## src/rtl/execute_stage.sv

```systemverilog
// Execute stage: single-cycle ALU, branch target, and the EX/MEM pipeline register.
// Define M_EXT_EN to compile in the iterative MUL/DIV/REM unit and its stall FSM.
module execute_stage #(
    parameter int ADDR_WIDTH = 64,
    parameter int DATA_WIDTH = 64,
    parameter int REG_ADDR_W = 5
) (
    input  logic                  i_clk,
    input  logic                  i_arst,
    input  logic                  i_valid,
    input  logic                  i_flush,
    input  logic [ADDR_WIDTH-1:0] i_pc,
    input  logic [ADDR_WIDTH-1:0] i_pc_plus4,
    input  logic [DATA_WIDTH-1:0] i_rs1_data,
    input  logic [DATA_WIDTH-1:0] i_rs2_data,
    input  logic [DATA_WIDTH-1:0] i_imm_ext,
    input  logic [REG_ADDR_W-1:0] i_rd_addr,
    input  logic                  i_alu_src,
    input  logic [4:0]            i_alu_control,
    input  logic [2:0]            i_result_src,
    input  logic                  i_mem_we,
    input  logic                  i_reg_we,
    output logic                  o_stall,
    output logic [ADDR_WIDTH-1:0] o_pc_plus4,
    output logic [ADDR_WIDTH-1:0] o_pc_target,
    output logic [DATA_WIDTH-1:0] o_alu_result,
    output logic [DATA_WIDTH-1:0] o_write_data,
    output logic [DATA_WIDTH-1:0] o_imm_ext,
    output logic [REG_ADDR_W-1:0] o_rd_addr,
    output logic [2:0]            o_result_src,
    output logic                  o_mem_we,
    output logic                  o_reg_we
);

    localparam int SHW = $clog2(DATA_WIDTH);

    logic        [DATA_WIDTH-1:0] opb_p0;
    logic signed [DATA_WIDTH-1:0] rs1_s_p0;
    logic signed [DATA_WIDTH-1:0] opb_s_p0;
    logic        [SHW-1:0]        shamt_p0;
    logic        [DATA_WIDTH-1:0] alu_res_p0;
    logic        [DATA_WIDTH-1:0] result_p0;
    logic        [ADDR_WIDTH-1:0] target_p0;
    logic                         vld_p0;
    logic                         stall;

    // ---- stage p0: operand select, ALU, branch target ----
    assign opb_p0    = i_alu_src ? i_imm_ext : i_rs2_data;
    assign rs1_s_p0  = i_rs1_data;
    assign opb_s_p0  = opb_p0;
    assign shamt_p0  = opb_p0[SHW-1:0];
    assign target_p0 = i_pc + ADDR_WIDTH'(i_imm_ext);

    always_comb begin
        alu_res_p0 = '0;
        case (i_alu_control)
            5'd0: alu_res_p0 = i_rs1_data + opb_p0;
            5'd1: alu_res_p0 = i_rs1_data - opb_p0;
            5'd2: alu_res_p0 = i_rs1_data & opb_p0;
            5'd3: alu_res_p0 = i_rs1_data | opb_p0;
            5'd4: alu_res_p0 = i_rs1_data ^ opb_p0;
            5'd5: alu_res_p0 = i_rs1_data << shamt_p0;
            5'd6: alu_res_p0 = i_rs1_data >> shamt_p0;
            5'd7: alu_res_p0 = rs1_s_p0 >>> shamt_p0;
            5'd8: alu_res_p0 = {{(DATA_WIDTH-1){1'b0}}, rs1_s_p0 < opb_s_p0};
            5'd9: alu_res_p0 = {{(DATA_WIDTH-1){1'b0}}, i_rs1_data < opb_p0};
            default: alu_res_p0 = '0;
        endcase
    end

`ifdef M_EXT_EN
    localparam int CNT_W = $clog2(DATA_WIDTH + 1);

    typedef enum logic [1:0] {IDLE, BUSY, DONE} state_t;

    state_t                  state_q, state_d;
    logic [CNT_W-1:0]        cnt_q;
    logic [DATA_WIDTH-1:0]   acc_q, opa_q, opb_q;
    logic                    mul_mode_q, quo_neg_q, rem_neg_q, div_zero_q;
    logic                    is_iter, is_signed_div, accept;
    logic [DATA_WIDTH:0]     rem_sh;
    logic                    fits;
    logic [DATA_WIDTH-1:0]   iter_res;

    function automatic logic [DATA_WIDTH-1:0] apply_sign(input logic [DATA_WIDTH-1:0] mag,
                                                         input logic neg);
        return neg ? -mag : mag;
    endfunction

    assign is_iter       = (i_alu_control == 5'd16) ||
                           (i_alu_control >= 5'd18 && i_alu_control <= 5'd21);
    assign is_signed_div = (i_alu_control == 5'd18) || (i_alu_control == 5'd20);
    assign accept        = (state_q == IDLE) && i_valid && is_iter && !i_flush && !i_arst;

    always_comb begin
        state_d = state_q;
        stall   = 1'b0;
        case (state_q)
            IDLE: if (accept) begin
                state_d = BUSY;
                stall   = 1'b1;
            end
            BUSY: begin
                stall = 1'b1;
                if (cnt_q == CNT_W'(1)) state_d = DONE;
            end
            DONE:    state_d = IDLE;
            default: state_d = IDLE;
        endcase
        if (i_flush) state_d = IDLE;
    end

    always_ff @(posedge i_clk) begin
        if (i_arst) begin
            state_q <= IDLE;
            cnt_q   <= '0;
        end else begin
            state_q <= state_d;
            if (i_flush)                cnt_q <= '0;
            else if (accept)            cnt_q <= CNT_W'(DATA_WIDTH);
            else if (state_q == BUSY)   cnt_q <= cnt_q - CNT_W'(1);
        end
    end

    // Restoring-divide step: remainder shifts in the next dividend bit from opa.
    assign rem_sh = {acc_q, opa_q[DATA_WIDTH-1]};
    assign fits   = rem_sh[DATA_WIDTH] || (rem_sh[DATA_WIDTH-1:0] >= opb_q);

    always_ff @(posedge i_clk) begin
        if (accept) begin
            mul_mode_q <= (i_alu_control == 5'd16);
            quo_neg_q  <= is_signed_div && (i_rs1_data[DATA_WIDTH-1] ^ opb_p0[DATA_WIDTH-1]);
            rem_neg_q  <= is_signed_div && i_rs1_data[DATA_WIDTH-1];
            div_zero_q <= (opb_p0 == '0);
            acc_q      <= '0;
            opa_q      <= apply_sign(i_rs1_data, is_signed_div && i_rs1_data[DATA_WIDTH-1]);
            opb_q      <= apply_sign(opb_p0, is_signed_div && opb_p0[DATA_WIDTH-1]);
        end else if (state_q == BUSY) begin
            if (mul_mode_q) begin
                acc_q <= acc_q + (opa_q[0] ? opb_q : '0);
                opa_q <= opa_q >> 1;
                opb_q <= opb_q << 1;
            end else begin
                acc_q <= fits ? (rem_sh[DATA_WIDTH-1:0] - opb_q) : rem_sh[DATA_WIDTH-1:0];
                opa_q <= {opa_q[DATA_WIDTH-2:0], fits};
            end
        end
    end

    always_comb begin
        iter_res = '0;
        case (i_alu_control)
            5'd16:        iter_res = acc_q;
            5'd18, 5'd19: iter_res = div_zero_q ? '1 : apply_sign(opa_q, quo_neg_q);
            5'd20, 5'd21: iter_res = apply_sign(acc_q, rem_neg_q);
            default:      iter_res = '0;
        endcase
    end

    assign result_p0 = (state_q == DONE) ? iter_res : alu_res_p0;
`else
    assign stall     = 1'b0;
    assign result_p0 = alu_res_p0;
`endif

    assign o_stall = stall;
    assign vld_p0  = i_valid && !i_flush && !stall;

    // ---- stage p1: EX/MEM pipeline register ----
    always_ff @(posedge i_clk) begin
        if (i_arst || i_flush || stall) begin
            o_pc_plus4   <= '0;
            o_pc_target  <= '0;
            o_alu_result <= '0;
            o_write_data <= '0;
            o_imm_ext    <= '0;
            o_rd_addr    <= '0;
            o_result_src <= '0;
            o_mem_we     <= 1'b0;
            o_reg_we     <= 1'b0;
        end else begin
            o_pc_plus4   <= i_pc_plus4;
            o_pc_target  <= target_p0;
            o_alu_result <= result_p0;
            o_write_data <= i_rs2_data;
            o_imm_ext    <= i_imm_ext;
            o_rd_addr    <= i_rd_addr;
            o_result_src <= i_result_src;
            o_mem_we     <= i_mem_we && vld_p0;
            o_reg_we     <= i_reg_we && vld_p0;
        end
    end

endmodule

```

## config.mk

```make
export PLATFORM = sky130hd
export DESIGN_NAME = execute_stage
export DESIGN_NICKNAME = d
export VERILOG_FILES = /design/src/rtl/execute_stage.sv
export SDC_FILE = /design/constraint.sdc
export NUM_CORES = 2
export LEC_CHECK = 0
export CORE_MARGIN = 2
export CORE_UTILIZATION = 25
export DETAILED_ROUTE_END_ITERATION = 12
export PLACE_DENSITY = 0.43
export RECOVER_POWER = 50
export SLEW_MARGIN = 20
export SYNTH_ARGS = -nofsm -noshare
export SYNTH_HDL_FRONTEND = slang
export SYNTH_SLANG_ARGS = --single-unit
```

## constraint.sdc

```tcl
create_clock -name i_clk -period 7.8 [get_ports i_clk]
set_input_delay 0.78 -clock i_clk [delete_from_list [all_inputs] [get_ports i_clk]]
set_output_delay 0.78 -clock i_clk [all_outputs]
set_load 0.02 [all_outputs]
```

==> reports/qor.txt <==
result of the run: finished, violations left
violated checks: max-capacitance violations, max-slew violations
critical path fanouts, max: 28
clock share of power: 28.8%
Yosys reg bits: 330
worst hold slack: 0.752 ns
clock sink total: 330
full die area: 0.135 sq mm
grt ovf: 0
depth of the CTS H-tree: 2
slowest stage delay, CP: 0.80 ns
Starting Density: 25.1%
setup violators final: 0
Top cell by count, worst path: buf_4
Mapped Nets: 4,978
CTS root buffer: clkbuf_16
Internal: 3970 uW
drt pass-1 iters: 7
count leader, synth: nor2_1
leading area contributor after synthesis: dfxtp_1
final antenna-violating net count: 0
io pins: 671
max-slew violations: 274
FMAX: 0.167 GHz
sequential power share: 25.7%
Tcrit/Tclk final: 76.8%
Post-synth top cells: 473 x nor2_1, 436 x a21oi_1, 364 x nand2_1
sequential share of the synthesized area: 20.1%
setup_tns: 0 ns
min Tclk post-route: 5.99 ns
drt initial violations: 4,237
Nets: 5,455
port buffer count: 669
# fillers: 14,306
Post-Syn Area per Cell: 7.52 sq um
Vias: 37,438
Combinational Power Share: 45.6%
max-cap violations: 4
Critical Path, Cell by Cell: buf_4 -> mux2i_4 -> buf_4 -> ha_1 -> nor2_1 -> o311ai_1 -> a211oi_1 -> o211ai_1 -> a41oi_1 -> o31ai_1 -> nand2_1 -> and2_1 -> o41ai_1 -> nand3b_1 -> a21oi_1
CP Data Arrival Time: 6.54 ns
CTS hold repair buffers: 0
Worst Hold End: o_pc_plus4[12]
Yosys Warn Count: 0
antenna violations before repair: 32
drt drc: 0
total power: 6940 uW
final hold vios: 0
area grow syn2layout: 29.3%
Placer Congestion: 1.04
Vias per Instance: 5.63
Setup Buffers After CTS: 0
Post-synth EDFFs: 0
Worst path slowest cell: o41ai_1
top cell type's share of synthesized area: 20.1%
endpoint type of the worst setup path: flip-flop
Synth cell types: 96
Area contributors post-synth: dfxtp_1 20%, ha_1 9.9%, mux2i_1 9.2%, a21oi_1 6.6%, nor2_1 5.4%
switching pwr: 2970 uW
power density over the cells: 163 mW/mm^2
vias in the first global route: 36,089
die extent in x: 367 microns
Routed WL: 208 mm
startpoint types: input pin
actual slew at the worst max-slew pin: 5.49 ns
Slew Limit Headroom: -266%
PostCTS Resize Cnt: 0
clock-pin slew on the worst setup and hold paths: 0.07 ns
VDD IR-drop max: 0.000156 V
Rows: 133
DR WL/cell: 31.4 microns
Mapped Cells: 4,374
Hold Crit Start: i_pc_plus4[12]
Sw Share: 42.8%
global-route wire length before repair: 289 mm
Hold Path Stages: 2
CP Class: in2reg
DP HPWL: 167 mm
Tot GR Track Use: 29.6%
static leakage: 0.0173 uW
core region area: 0.131 sq mm
CTS tree: built
largest net degree at the start of global routing: 151
Data required, critical path: 8.35 ns
synthesized area: 0.0329 sq mm
Main synth FF type: dfxtp_1
total CTS buffers: 41
Hold WC Path Type: in2reg
height of the die: 367 microns
Longest Clk Path Bufs: 3
RSZ-0062 raised after global routing: false
share of cells above drive strength 1: 5.49%
asr flop ratio synth: 0%
sequential cells by signal, indices dropped and copies added (netlist names):
name / flops
o_pc_plus4: 64
o_write_data: 64
o_pc_target: 64
o_mem_we: 1
o_imm_ext: 64
o_alu_result: 64
o_reg_we: 1
o_rd_addr: 5
o_result_src: 3
worst max-delay path by stage:
stage / start / endpoint / cells past startpoint
floorplan: i_alu_src / o_alu_result[61] / 20
finish: i_alu_src / o_alu_result[0] / 15
detailed placement: i_alu_src / o_alu_result[0] / 15
CTS: i_alu_src / o_alu_result[0] / 15
global placement: i_alu_src / o_alu_result[0] / 15
global route: i_arst / o_pc_target[3] / 5
cell usage in the layout, fill, tap and decap left out, types with 23 or more instances in the layout:
cell             count
a221oi_1            31
inv_1              196
nand2_1            364
xnor2_1             85
o211ai_1            50
nor3_1              80
dlygate4sd3_1      123
o22ai_1             28
or3_1               23
buf_4               79
clkdlybuf4s50_1    544
o21ai_0            242
clkbuf_16           41
o21bai_1            50
nand4_1             38
xor2_1              35
mux2i_1            299
ha_1               261
a211oi_1            74
mux4_2              55
a31oi_1             76
and2_0             100
a21o_1              69
nand3_1             87
nand2b_1            24
o31ai_1             39
nor2_1             468
and2_1             118
nor2b_1             33
a21oi_1            436
nor4_1              31
and3_1              32
dfxtp_1            330
kinds of logic after synthesis:
family / share of synthesized area [%]
buf+inv: 6.64
compound gates: 25.8
mux: 13.8
xor+xnor: 3.19
fa+ha+maj: 10.1
simple gates: 20.4
flops: 20.1
other cells: 0.0114
stage by stage:
stage | std cells | utilization (%) | setup WS, ns | area, sq um
2_1_floorplan | 4374 | - | 2.67 | 32900
3_3_place_gp | 6563 | 31.4 | 1.48 | 41200
3_5_place_dp | 6563 | 31.4 | 1.41 | 41200
4_1_cts | 6637 | 32.4 | 2.04 | 42500
5_1_grt | 6640 | 32.4 | 1.19 | 42500
6_report | 6644 | 32.4 | 1.81 | 42500
routing by layer:
metal	track usage (%)	routed length, microns	vias up
li1	-	-	16758
met1	38.0	85900	18257
met2	46.8	92600	2019
met3	7.75	20100	380
met4	12.0	9540	24
met5	0	128	-
critical path: cells and delay by family:
kind,cells,cell delay (ns)
AO/OA/AOI/OAI,7,3.38
buffers and inverters,2,0.82
AND/OR/NAND/NOR,4,0.66
multiplexers,1,0.56
adder cells (fa/ha/maj),1,0.32
power groups by stage:
stage	clock, uW	combinational (uW)	sequential (uW)
floorplan	0	1710	1910
CTS	2050	3090	1780
global route	2100	3330	1790
finish	2000	3160	1780
detailed placement	0	3080	1820
global placement	0	3100	1820
final cells by class:
type / instances / area [sq um] / area share [%]
Antenna cell: 7 / 17.5 / 0.0412
Timing Repair Buffer: 754 / 7370 / 17.3
Tap cell: 1755 / 2200 / 5.16
Clock buffer: 53 / 1150 / 2.71
Clock inverter: 21 / 200 / 0.471
Inverter: 207 / 787 / 1.85
Multi-Input combinational cell: 3517 / 24200 / 56.9
Sequential cell: 330 / 6610 / 15.5
No activity file was read; power rests on OpenSTA's default activity.
